## src/rtl/popcount_stream_acc_pkg.sv

```systemverilog
// Shared types and width helper for the popcount stream accumulator.
package popcount_pkg;

    typedef enum logic [0:0] {
        ACCUM = 1'b0,
        HOLD  = 1'b1
    } state_t;

    function automatic int cnt_w(input int in_w);
        return $clog2(in_w + 1);
    endfunction

endpackage

```

## src/rtl/popcount_stream_acc_if.sv

```systemverilog
// Input beat stream and output frame-total handshake of the accumulator.
// valid/ready: a transfer happens on a rising edge where valid and ready are both 1;
// the source holds its payload stable while valid is 1 and ready is 0.
interface popcount_stream_acc_if #(
    parameter int IN_W  = 15,
    parameter int ACC_W = 16
);
    logic             in_valid;
    logic             in_ready;
    logic [IN_W-1:0]  in_data;
    logic             in_last;
    logic             out_valid;
    logic             out_ready;
    logic [ACC_W-1:0] out_count;
    logic             out_ovf;

    modport slave (
        input  in_valid, in_data, in_last, out_ready,
        output in_ready, out_valid, out_count, out_ovf
    );

    modport master (
        output in_valid, in_data, in_last, out_ready,
        input  in_ready, out_valid, out_count, out_ovf
    );
endinterface

```

## src/rtl/popcount_stream_acc_ones_count_n.sv

```systemverilog
// Purely combinational population count of one input beat.
module ones_count_n
    import popcount_pkg::*;
#(
    parameter int IN_W = 15,
    localparam int CNT_W = cnt_w(IN_W)
) (
    input  logic [IN_W-1:0]  i_data,
    output logic [CNT_W-1:0] o_count
);

    always_comb begin
        o_count = '0;
        for (int i = 0; i < IN_W; i++) begin
            o_count = o_count + CNT_W'(i_data[i]);
        end
    end

endmodule

```

## src/rtl/popcount_stream_acc.sv

```systemverilog
// Streams beats, popcounts each one and emits a saturating per-frame total.
// Stage 1 buffers one counted beat; the FSM holds a finished total until it is taken.
module popcount_stream_acc
    import popcount_pkg::*;
#(
    parameter int IN_W  = 15,
    parameter int ACC_W = 16
) (
    input  logic                  clk,
    input  logic                  rst_n,
    input  logic                  beat_mode,
    input  logic                  clear,
    popcount_stream_acc_if.slave  bus,
    output state_t                o_state
);

    localparam int CNT_W = cnt_w(IN_W);
    localparam int SUM_W = ACC_W + 1;
    localparam logic [ACC_W-1:0] ACC_MAX = '1;

    state_t             r_state;
    state_t             w_next;
    logic               r_s1_valid;
    logic               r_s1_last;
    logic [CNT_W-1:0]   r_s1_pc;
    logic [CNT_W-1:0]   w_pc;
    logic [ACC_W-1:0]   r_acc;
    logic               r_acc_ovf;
    logic [ACC_W-1:0]   r_out_count;
    logic               r_out_ovf;
    logic [SUM_W-1:0]   w_sum;
    logic [ACC_W-1:0]   w_sat;
    logic               w_frame_ovf;
    logic               w_in_ready;
    logic               w_accept;
    logic               w_drain;
    logic               w_out_hs;

    ones_count_n #(.IN_W(IN_W)) u_ones (
        .i_data  (bus.in_data),
        .o_count (w_pc)
    );

    // In HOLD the stage-1 register may still take one beat, then stalls.
    assign w_in_ready = !clear && (!r_s1_valid || r_state == ACCUM);
    assign w_accept   = bus.in_valid && w_in_ready;
    assign w_drain    = (r_state == ACCUM) && r_s1_valid;
    assign w_out_hs   = (r_state == HOLD) && bus.out_ready;

    // One extra sum bit flags the carry out; once saturated the frame stays pinned at max.
    assign w_sum       = {1'b0, r_acc} + SUM_W'(r_s1_pc);
    assign w_sat       = w_sum[ACC_W] ? ACC_MAX : w_sum[ACC_W-1:0];
    assign w_frame_ovf = r_acc_ovf | w_sum[ACC_W];

    always_comb begin
        w_next = r_state;
        case (r_state)
            ACCUM:   if (w_drain && r_s1_last) w_next = HOLD;
            HOLD:    if (bus.out_ready)        w_next = ACCUM;
            default: w_next = ACCUM;
        endcase
        if (clear) w_next = ACCUM;
    end

    always_ff @(posedge clk or negedge rst_n) begin
        if (!rst_n) r_state <= ACCUM;
        else        r_state <= w_next;
    end

    always_ff @(posedge clk or negedge rst_n) begin
        if (!rst_n) begin
            r_s1_valid <= 1'b0;
            r_s1_last  <= 1'b0;
            r_s1_pc    <= '0;
        end else if (clear) begin
            r_s1_valid <= 1'b0;
        end else if (w_accept) begin
            r_s1_valid <= 1'b1;
            r_s1_last  <= bus.in_last | beat_mode;
            r_s1_pc    <= w_pc;
        end else if (w_drain) begin
            r_s1_valid <= 1'b0;
        end
    end

    always_ff @(posedge clk or negedge rst_n) begin
        if (!rst_n) begin
            r_acc       <= '0;
            r_acc_ovf   <= 1'b0;
            r_out_count <= '0;
            r_out_ovf   <= 1'b0;
        end else if (clear) begin
            r_acc     <= '0;
            r_acc_ovf <= 1'b0;
            r_out_ovf <= 1'b0;
        end else if (w_drain) begin
            if (r_s1_last) begin
                r_out_count <= w_sat;
                r_out_ovf   <= w_frame_ovf;
                r_acc       <= '0;
                r_acc_ovf   <= 1'b0;
            end else begin
                r_acc     <= w_sat;
                r_acc_ovf <= w_frame_ovf;
            end
        end else if (w_out_hs) begin
            r_out_ovf <= 1'b0;
        end
    end

    assign bus.in_ready  = w_in_ready;
    assign bus.out_valid = (r_state == HOLD);
    assign bus.out_count = r_out_count;
    assign bus.out_ovf   = r_out_ovf;
    assign o_state       = r_state;

endmodule

```

## src/flat_wrapper.sv

```systemverilog
// flat-port wrapper written by rule: the top's interface ports become plain ports
module popcount_stream_acc_flat import popcount_pkg::*;
#(
    parameter int IN_W  = 15,
    parameter int ACC_W = 16
)
  (clk, rst_n, beat_mode, clear, o_state, bus_in_valid, bus_in_data, bus_in_last, bus_out_ready, bus_in_ready, bus_out_valid, bus_out_count, bus_out_ovf);
  popcount_stream_acc_if #(.IN_W(IN_W), .ACC_W(ACC_W)) bus_i ();
  input  logic clk;
  input  logic rst_n;
  input  logic beat_mode;
  input  logic clear;
  output state_t o_state;
  input wire logic [$bits(bus_i.in_valid)-1:0] bus_in_valid;
  input wire logic [$bits(bus_i.in_data)-1:0] bus_in_data;
  input wire logic [$bits(bus_i.in_last)-1:0] bus_in_last;
  input wire logic [$bits(bus_i.out_ready)-1:0] bus_out_ready;
  output wire logic [$bits(bus_i.in_ready)-1:0] bus_in_ready;
  output wire logic [$bits(bus_i.out_valid)-1:0] bus_out_valid;
  output wire logic [$bits(bus_i.out_count)-1:0] bus_out_count;
  output wire logic [$bits(bus_i.out_ovf)-1:0] bus_out_ovf;
  assign bus_i.in_valid = bus_in_valid;
  assign bus_i.in_data = bus_in_data;
  assign bus_i.in_last = bus_in_last;
  assign bus_i.out_ready = bus_out_ready;
  assign bus_in_ready = bus_i.in_ready;
  assign bus_out_valid = bus_i.out_valid;
  assign bus_out_count = bus_i.out_count;
  assign bus_out_ovf = bus_i.out_ovf;
  popcount_stream_acc #(.IN_W(IN_W), .ACC_W(ACC_W)) u_core (.clk(clk), .rst_n(rst_n), .beat_mode(beat_mode), .clear(clear), .bus(bus_i), .o_state(o_state));
endmodule
```

## config.mk

```make
export PLATFORM = sky130hd
export DESIGN_NAME = popcount_stream_acc_flat
export DESIGN_NICKNAME = d
export VERILOG_FILES = /design/src/rtl/popcount_stream_acc_pkg.sv /design/src/rtl/popcount_stream_acc_if.sv /design/src/rtl/popcount_stream_acc_ones_count_n.sv /design/src/rtl/popcount_stream_acc.sv /design/src/flat_wrapper.sv
export SDC_FILE = /design/constraint.sdc
export NUM_CORES = 1
export LEC_CHECK = 0
export BUFFER_PORTS_ARGS = -buffer_cell sky130_fd_sc_hd__buf_2
export CORE_AREA = 2 2 71 73
export CTS_CLUSTER_SIZE = 14
export DETAILED_ROUTE_END_ITERATION = 8
export DIE_AREA = 0 0 73 75
export MAX_ROUTING_LAYER = met4
export PLACE_DENSITY = 0.76
export SLEW_MARGIN = 20
export SYNTH_ARGS = -nofsm -noshare
export SYNTH_HDL_FRONTEND = slang
export SYNTH_SLANG_ARGS = --single-unit
```

## constraint.sdc

```tcl
create_clock -name clk -period 4.35 [get_ports clk]
set_clock_uncertainty 0.2 [all_clocks]
set_input_delay 0 -clock clk [delete_from_list [all_inputs] [get_ports clk]]
set_output_delay 0 -clock clk [all_outputs]
set_load 0.05 [all_outputs]
```

### Word-level counts from Yosys, hierarchy flattened

Index checks and enable logic that the tools add are counted.

| operators by class | value |
|---|---|
| equal/unequal tests | 1 |
| reductions and logical operators | 14 |
| add/subtract/negate cells | 15 |
| multiplexer cells | 18 |
| bitwise gates (word level) | 4 |

Operator list:

| cell | number |
|---|---|
| 2-to-1 mux 16 bit | 4 |
| adder 4 x 1 -> 4 bit | 11 |
| adder 16 x 4 -> 17 bit | 1 |
| 2-to-1 mux 1 bit | 13 |
| nonzero test 3 bit | 2 |
| logical AND 1 bit | 5 |
| adder 3 x 1 -> 4 bit | 1 |
| AND reduction 2 bit | 2 |
| adder 2 x 1 -> 3 bit | 1 |
| inequality test 3 x 2 -> 1 bit (second input constant) | 1 |
| AND reduction 3 bit | 1 |
| adder 1 x 1 -> 2 bit | 1 |
| logical NOT 1 bit | 2 |
| inverter 1 bit | 2 |
| OR 1 bit | 2 |
| one-hot mux 1 bit (2 select lines) | 1 |
| nonzero test 2 bit | 1 |
| logical OR 1 bit | 1 |

| word-level totals | value |
|---|---|
| output and inout port bits | 20 |
| bits in registers | 41 |
| logic and storage cells | 60 |
| bits of input ports | 22 |

### Logic depth before layout (Yosys ltp)

Gate-level depths: netlist (run 1).

| logic depth | value |
|---|---|
| word-level depth | 14 |
| depth in mapped cells | 10 |
| depth with buffers taken out | 10 |

### Cells and area by module

From an unflattened synthesis (run 1), not the netlist that was laid out.

| second synthesis, totals | value |
|---|---|
| cells, all modules | 256 |
| area, all modules | 2,518.7 um^2 |

By module, submodules not included:

| module | cells each | seq. area each (um^2) | area an instance (um^2) | times used |
|---|---|---|---|---|
| popcount_stream_acc | 220 | 1,026.0 | 2,193.4 | 1 |
| ones_count_n | 36 | 0.0 | 325.3 | 1 |

### Least setup slack after synthesis (run 1)

Ideal clock, no wire load.

| timing path | value |
|---|---|
| path kind | input to register |
| start point | input bus_in_data[0] |
| end point | register u_core.r_s1_pc[2] |
| arrival time | 3.006 ns |
| slack | 1.058 ns |
| stages on the path | 9 |
| path buffers | 0 |
| setup time | 0.085 ns |
| data required time | 4.065 ns |
| cells stage by stage | inv_1 > fa_1 > fa_1 > fa_1 > fa_1 > fa_1 > fa_1 > xor2_1 > o21ai_0 |

| between the ends | value |
|---|---|
| word-level cells in the longest chain between the ends | 14 |

RTL lines:

| item | RTL line | RTL |
|---|---|---|
| start, declared | flat_wrapper.sv:15 | `input wire logic [$bits(bus_i.in_data)-1:0] bus_in_data;` |
| adder 1 x 1 -> 2 bit | popcount_stream_acc_ones_count_n.sv:15 | `o_count = o_count + CNT_W'(i_data[i]);` |
| adder 2 x 1 -> 3 bit | popcount_stream_acc_ones_count_n.sv:15 |  |
| adder 3 x 1 -> 4 bit | popcount_stream_acc_ones_count_n.sv:15 |  |
| adder 4 x 1 -> 4 bit (11 in a row) | popcount_stream_acc_ones_count_n.sv:15 |  |
| end signal, assigned | popcount_stream_acc.sv:80 | `r_s1_pc <= w_pc;` |
| end, declared | popcount_stream_acc.sv:25 | `logic [CNT_W-1:0] r_s1_pc;` |

Every way passes these cells.
A chain may end at the register's enable or synchronous reset.

### Worst setup path in the final report (run 1)

| timing path | value |
|---|---|
| start point | input bus_in_data[0] |
| end point | register u_core.r_s1_pc[0] |

Same word-level chain as after synthesis.

==> summary.md, run 1 <==
| Metric | Value |
|---|---|
| Worst R2R Setup Slack | 1640 ps |
| Maximum fanout count along the critical path | 1 |
| Buffers from clock root to sink, at most | 2 |
| Die ar. | roughly 0.0055 sq mm |
| Final Hold Vio Count | 0 |
| Crit-path max cell delay | 550 ps |
| Sequential cell area fraction in the yosys report | 0.412 |
| Synthesized instance count | 258 |
| Pin count of the biggest net entering global routing | 42 |
| Met3 routed wirelength | 174 microns |
| Clock-pin slew on the worst setup and hold paths | 80 ps |
| Kind of end point of the critical path | flop |
| Chain of cells forming the critical path | buf_2 > inv_1 > fa_1 > fa_1 > fa_1 > fa_1 > fa_1 > dlygate4sd3_1 > o21ai_0 |
| Post-DP HPWL | 3420 microns |
| Avg Synthesized Cell Area | ~9.7 sq um |
| CTS Buf Count | 5 |
| Power density of the placed cells | between 400 and 500 mW/mm^2 |
| Total routing usage reported by global routing | 0.203 |
| Met1 Routed Length | 2340 microns |
| Reg-to-Reg End | u_core.bus.out_count[12] |
| Initial antenna violation count | 0 |
| Final TNS setup | 0 ps |
| Via count of the first global-routing pass | 1847 |
| Number of synthesized register bits | 41 |
| Final setup viols | 0 |
| Worst hold stages | 5 |
| Post-synth EDFFs | 0 |
| DR WL met2 | roughly 2200 microns |
| Worst hold path startpoint | bus_in_data[2] |
| Buffer type at the clock tree root | clkbuf_8 |
| Width of the die | 73 microns |
| Standby leakage power | 1.40 nW |
| Global route overflow | 0 |
| Number of design rule violations left after detail routing | 0 |
| Synth-to-Final Area Change | 16.8% |
| Pins over their slew limit | 0 |
| Max-cap violations | 0 |
| Number of distinct standard cells referenced by the synthesized netlist | 39 |
| H-tree depth reported by CTS | 2 |
| Worst vdd ir | 0.000225 V |
| Core Box Area | 0.00466 sq mm |
| Weighted congestion at the end of routability-driven global placement | 0.892 |
| Worst Setup Start Kind | primary input |
| Routed WL per cell | 13.4 microns |
| Switching Fraction | 0.419 |
| Slowest cell on the critical path | fa_1 |
| RSZ-0062 raised after global routing | false |
| Post-synth top flop | dfrtp_1 |
| Relative slew margins | 0.311 |
| Number of port buffers | 41 |
| Crit Path Class | in -> reg |
| Slew of the pin with the lowest slew margin | 1030 ps |
| Data required time at the worst endpoint | ~4400 ps |
| Type of the tightest min-delay check | in -> reg |
| Post-Synthesis Cell Area | around 0.0025 sq mm |
| Crit path DAT | 3230 ps |
| Cell family contributing the most delay on the critical path | adder cells |
| Worst r2r path cells | 7 |
| Net count, final | 346 |
| Synthesized netlist net count | 297 |
| Final worst path period share | 0.737 |
| Comb pwr share | 0.428 |
| Clock Sinks | 41 |
| Initial Util | 0.534 |
| Post-place setup slack | 868 ps |
| FFs w/ async S/R, synth | 1.00 |
| Number of I/O pins | 42 |
| R2R Path Start | u_core.r_acc[0] |
| Insertion delay of the later-clocked pin in the worst-skew pair | 300 ps |
| Detailed-route vias per instance | 5.37 |
| Cell row count | 25 |
| DR top layer | met4 |
| Total vias in the final route | 1943 |
| Post-CTS setup repair buffer count | 0 |
| Height of the die | 75 microns |
| DRT Wirelength | 4840 microns |
| Layout cell share with drive strength beyond 1 | 0.224 |
| Worst hold slack | about 140 ps |
| Final Worst Setup Slack | approximately 1100 ps |
| Antenna cells | 0 |
| Share of power burned in the clock network | 0.188 |
| Wire length of the first global-routing pass | 8290 microns |
| TritonCTS clock tree | done |
| Minimum period implied by the final worst setup slack | roughly 3200 ps |
| Drt first-iter violations | 77 |
| Synthesis warning total | 0 |
| Detailed-routing iteration count for the pre-antenna-repair pass | 5 |
| Relative contribution of sequential cells to total power | 0.384 |
| Cell area reported after detailed placement | roughly 0.0027 sq mm |
| Maximum frequency from static timing analysis | between 0.3 and 0.4 GHz |
| Final design instance area without fill | slightly below 0.003 sq mm |
| Net switching power | 541 uW |
| Final Util | 0.624 |
| Buffers plus inverters on the worst setup path | 3 |
| Most frequent cell on the critical path | fa_1 |
| Int Power | 750 uW |
| End point of the most critical hold path | u_core.r_s1_pc[1] |
| Antenna Violating Nets Remaining | 0 |
| Result of the run | finished, final reports clean |
## logic make-up after synthesis
family	Yosys count	share of synthesized area
compound gates	76	0.199
flops	41	0.412
buf+inv	34	0.0558
xor+xnor	14	0.0492
simple gates	74	0.157
fa+ha+maj	17	0.119
mux	2	0.00904
## layout make-up
class	instances	area, sq um
Clock inverter	2	10.0
Clock buffer	6	72.6
Tap cell	54	67.6
Inverter	24	90.1
Multi-Input combinational cell	183	1330
Sequential cell	41	1030
Fill cell	413	1750
Timing Repair Buffer	52	313
## power groups by stage
stage          Sequential (mW)  Clock, mW  Combinational (mW)
2_1_floorplan            0.685          0               0.243
3_3_place_gp             0.502          0               0.528
3_5_place_dp             0.506          0               0.544
4_1_cts                  0.498      0.248               0.559
5_1_grt                  0.509      0.264               0.612
6_report                 0.496      0.242               0.553
## how the worst max path moves through the flow
stage / slack [ps] / depth (start not counted) / endpoint / startpoint
3_3_place_gp: 930 / 10 / u_core.r_s1_pc[2] / bus_in_data[0]
5_1_grt: 1030 / 9 / u_core.r_s1_pc[0] / bus_in_data[0]
4_1_cts: 1130 / 9 / u_core.r_s1_pc[0] / bus_in_data[0]
6_report: 1140 / 9 / u_core.r_s1_pc[0] / bus_in_data[0]
3_5_place_dp: 870 / 10 / u_core.r_s1_pc[2] / bus_in_data[0]
2_1_floorplan: 1060 / 9 / u_core.r_s1_pc[2] / bus_in_data[0]
## what timing repair did
item | 4_1_cts | 5_1_grt
resized for setup | 0 | 0
hold endpoints to repair | 49 | 0
hold buffers | 10 | 0
## cells in the mapped netlist (2+ instances only)
library cell | instances | area [sq um]
nor2_1 | 25 | 93.8
nor3b_1 | 2 | 15.0
dfrtp_1 | 41 | 1030
clkbuf_1 | 8 | 30.0
a21o_1 | 10 | 75.1
ha_1 | 6 | 75.1
a22o_1 | 8 | 70.1
o21ai_0 | 25 | 125
inv_1 | 24 | 90.1
nand3_1 | 6 | 30.0
nand2b_1 | 4 | 25.0
xor2_1 | 9 | 78.8
a21oi_1 | 15 | 75.1
fa_1 | 11 | 220
a31oi_1 | 3 | 18.8
xnor2_1 | 5 | 43.8
nor3_1 | 2 | 10.0
and2_1 | 2 | 12.5
nand4_1 | 5 | 31.3
mux2_2 | 2 | 22.5
nand2_1 | 18 | 67.6
a21oi_2 | 10 | 87.6
## metrics by stage
step / power [mW] / std cells
final: 1.29 / 362
after floorplan: 0.928 / 258
after global placement: 1.03 / 344
after CTS: 1.31 / 362
after detailed placement: 1.05 / 344
after global routing: 1.38 / 362
## worst register-to-register path: stages, from the launching register on
cell and delay, ps:
dfrtp_1 390, ha_1 220, fa_1 400, a21o_1 220
a21oi_2 410, nor3_1 200, mux2_2 300, mux2_2 260
## sequential cells by signal (all words and copies together), names as in the netlist
name	count
u_core.bus.out_count	16
u_core.r_acc	16
u_core.r_s1_pc	4
u_core.bus.out_ovf	1
u_core.bus.out_valid	1
u_core.r_acc_ovf	1
u_core.r_s1_last	1
u_core.r_s1_valid	1
## layout by cell type (no fill, tap or decap), types with 10 or more instances in the layout
cell / Yosys / final
buf_2: 0 / 41
dfrtp_1: 41 / 41
nor2_1: 25 / 25
o21ai_0: 25 / 25
inv_1: 24 / 24
nand2_1: 18 / 18
a21oi_1: 15 / 15
fa_1: 11 / 11
a21o_1: 10 / 10
a21oi_2: 10 / 10
dlygate4sd3_1: 0 / 10
## metal layers
metal	up-vias	global-route usage
li1	977	-
met3	8	0.0469
met4	0	0.0720
met5	-	-
met1	915	0.263
met2	43	0.315
No activity file was read; power rests on OpenSTA's default activity.
==> run 2: changes to the inputs <==
- CORE_AREA: 2 2 71 73 -> 2 2 73 75
- DIE_AREA: 0 0 73 75 -> 0 0 75 77
- PLACE_DENSITY: 0.76 -> 0.75
- clock period: 4.35 -> 2.65 ns (I/O delays scaled with it)
==> run 2 against run 1 <==
Against the previous run:
- the run now ends with setup timing left
- power is 66% higher
- utilization down 2.3 points
- global-route usage is 0.23 points lower
- hold slack gained 30 ps
- non-clock buffer count rose by 5
- clock-buffer cell count increased by 2
- register-to-register slack got worse by 1500 ps
- first-iteration DRC count is 32% higher
- final area is 2.9% higher
- critical path type unchanged
- largest cell class unchanged
==> summary.md, run 2 (same netlist as run 1, synthesis figures left out) <==
| Metric | Value |
|---|---|
| Result of the run | complete, but fails checks |
| Violated checks | setup timing |
| Post-DP HPWL | 3510 microns (+2.6%) |
| Net count, final | 351 (+1.4%) |
| Worst Setup Start Kind | primary input |
| Pins over their slew limit | 0 (unchanged) |
| TritonCTS clock tree | done |
| Crit path DAT | 3000 ps (-230 ps) |
| Standby leakage power | 1.42 nW (+1.4%) |
| Final setup viols | 4 (+4) |
| Comb pwr share | 0.437 (+0.009) |
| Crit Path Class | in -> reg |
| Layout cell share with drive strength beyond 1 | 0.249 (+0.0252) |
| Antenna cells | 0 (unchanged) |
| Number of design rule violations left after detail routing | 0 (unchanged) |
| Share of power burned in the clock network | 0.182 (-0.006) |
| Final Hold Vio Count | 0 (unchanged) |
| Maximum fanout count along the critical path | 2 (+1) |
| Insertion delay of the later-clocked pin in the worst-skew pair | 290 ps (about the same) |
| Int Power | 1.25 mW (+66%) |
| Minimum period implied by the final worst setup slack | 3030 ps |
| Antenna Violating Nets Remaining | 0 (unchanged) |
| Buffer type at the clock tree root | clkbuf_8 |
| Height of the die | 77 microns (+2.7%) |
| Initial Util | 0.501 (-0.0340) |
| Synth-to-Final Area Change | 20.2% |
| Seq. cell area | 0.00103 sq mm (unchanged) |
| Cell family contributing the most delay on the critical path | adder cells |
| Clock-pin slew on the worst setup and hold paths | 70 ps (about the same) |
| H-tree depth reported by CTS | 2 (unchanged) |
| Via count of the first global-routing pass | 1881 (+1.8%) |
| Cell row count | 26 (+4.0%) |
| Buffers plus inverters on the worst setup path | 2 (-1) |
| Relative contribution of sequential cells to total power | 0.381 (-0.003) |
| RSZ-0062 raised after global routing | true |
| Final Worst Setup Slack | -376 ps (-1520 ps) |
| Drt first-iter violations | 102 (+32%) |
| Clock Sinks | 41 (unchanged) |
| Final Util | 0.602 (-0.0229) |
| Type of the tightest min-delay check | in -> reg |
| Detailed-route vias per instance | 5.15 (-4.0%) |
| Total routing usage reported by global routing | 0.201 (-0.00225) |
| Final TNS setup | -932 ps (-932 ps) |
| Weighted congestion at the end of routability-driven global placement | 0.853 (-4.5%) |
| Slew of the pin with the lowest slew margin | 899 ps (-129 ps) |
| Post-CTS setup repair buffer count | 0 (unchanged) |
| Buffers from clock root to sink, at most | 2 (unchanged) |
| Chain of cells forming the critical path | buf_6 > inv_2 > fa_1 > fa_1 > fa_1 > fa_1 > fa_2 > fa_2 > xor2_1 > o21ai_1 |
| Data required time at the worst endpoint | 2620 ps (-1750 ps) |
| Pin count of the biggest net entering global routing | 42 (unchanged) |
| Worst hold stages | 5 (unchanged) |
| Worst vdd ir | 0.000378 V (+68%) |
| Reg-to-Reg End | u_core.bus.out_count[12] |
| CTS Buf Count | 5 (unchanged) |
| Initial antenna violation count | 0 (unchanged) |
| Number of port buffers | 41 (unchanged) |
| Commonest non-fill, non-tap cell in the layout | dfrtp_1 |
| Max-cap violations | 0 (unchanged) |
| Crit-path max cell delay | 550 ps (about the same) |
| Net switching power | 892 uW (+65%) |
| Worst r2r path cells | 7 (unchanged) |
| Number of I/O pins | 42 (unchanged) |
| Routed WL per cell | 13.0 microns (-2.4%) |
| Worst R2R Setup Slack | 170 ps (-1470 ps) |
| Die ar. | 0.00578 sq mm (+5.5%) |
| Wire length of the first global-routing pass | 8650 microns (+4.3%) |
| Final worst path period share | 1.14 |
| Maximum frequency from static timing analysis | 0.330 GHz |
| Core Box Area | 0.00498 sq mm (+6.8%) |
| Filler Cell Count | 450 (+9.0%) |
| Switching Fraction | 0.417 (-0.00222) |
| Detailed-routing iteration count for the pre-antenna-repair pass | 4 (-1) |
| Total vias in the final route | 1974 (+1.6%) |
| Area of the multi-input gates | 0.00134 sq mm (+0.38%) |
| DRT Wirelength | 4990 microns (+3.2%) |
| End point of the most critical hold path | u_core.r_s1_pc[0] |
| Global route overflow | 0 (unchanged) |
| Commonest cells after routing, fill and taps aside | 41 x dfrtp_1, 39 x buf_2, 25 x nor2_1 |
| Worst hold path startpoint | bus_in_data[8] |
| Power density of the placed cells | 715 mW/mm^2 (+61%) |
| Width of the die | 75 microns (+2.7%) |
| Most frequent cell on the critical path | fa_1 |
| R2R Path Start | u_core.r_acc[0] |
| Kind of end point of the critical path | flop |
| Slowest cell on the critical path | fa_1 |
| Relative slew margins | 0.401 (+0.0895) |
run 2: final cells by class:
type / count / share of cell area
flip-flops and latches: 41 / 0.343
inverters: 24 / 0.0326
repair buffers: 57 / 0.122
clock buffers: 8 / 0.0267
well taps: 70 / 0.0293
multi-input cells: 183 / 0.446
run 2: worst register-to-register path: cells and delay by family (launching register included):
kind | cells | cell delay, ps
flops | 1 | 390
compound gates | 2 | 450
fa+ha+maj | 2 | 650
simple gates | 1 | 140
mux | 2 | 540
run 2: per-stage QoR:
| step | instances | setup slack (ps) | hold slack [ps] | power, mW | cell area [sq um] |
|---|---|---|---|---|---|
| after floorplan | 258 | -590 | -496 | 1.54 | 2500 |
| after global placement | 365 | -772 | -19.7 | 1.72 | 2800 |
| after detailed placement | 365 | -858 | -13.0 | 1.77 | 2800 |
| after CTS | 383 | -385 | 162 | 2.17 | 2990 |
| after global routing | 383 | -441 | 211 | 2.29 | 2990 |
| final | 383 | -376 | 165 | 2.14 | 2990 |
run 2: what timing repair did:
action | in CTS | in global routing
endpoints found under the setup margin | 4 | 4
hold endpoints to repair | 50 | 0
pin swaps | 4 | 1
cloned | 0 | 0
resized for setup | 6 | 0
hold buffers | 10 | 0
run 2: worst max path at each step:
stage	from	endpoint	slack, ps	cells after the start
after floorplan	bus_in_data[9]	u_core.r_s1_pc[1]	-590	8
after global routing	bus_in_data[9]	u_core.r_s1_pc[2]	-440	10
after detailed placement	bus_in_data[9]	u_core.r_s1_pc[2]	-860	10
after CTS	bus_in_data[3]	u_core.r_s1_pc[2]	-380	10
after global placement	bus_in_data[9]	u_core.r_s1_pc[2]	-770	10
final	bus_in_data[3]	u_core.r_s1_pc[2]	-380	10
run 2: per-layer routing:
layer  routed length [microns]  track usage  vias up
met5                         0            -        -
met4                        85       0.0732        0
met3                       243       0.0460        7
met2                      2420        0.302       45
met1                      2240        0.265      932
li1                          -            -      990
run 2: power groups by stage:
stage | clock network [mW] | logic [mW] | registers, mW
after CTS | 0.401 | 0.947 | 0.818
after detailed placement | 0 | 0.935 | 0.831
after global routing | 0.427 | 1.03 | 0.836
after global placement | 0 | 0.899 | 0.825
after floorplan | 0 | 0.411 | 1.12
final | 0.390 | 0.936 | 0.816
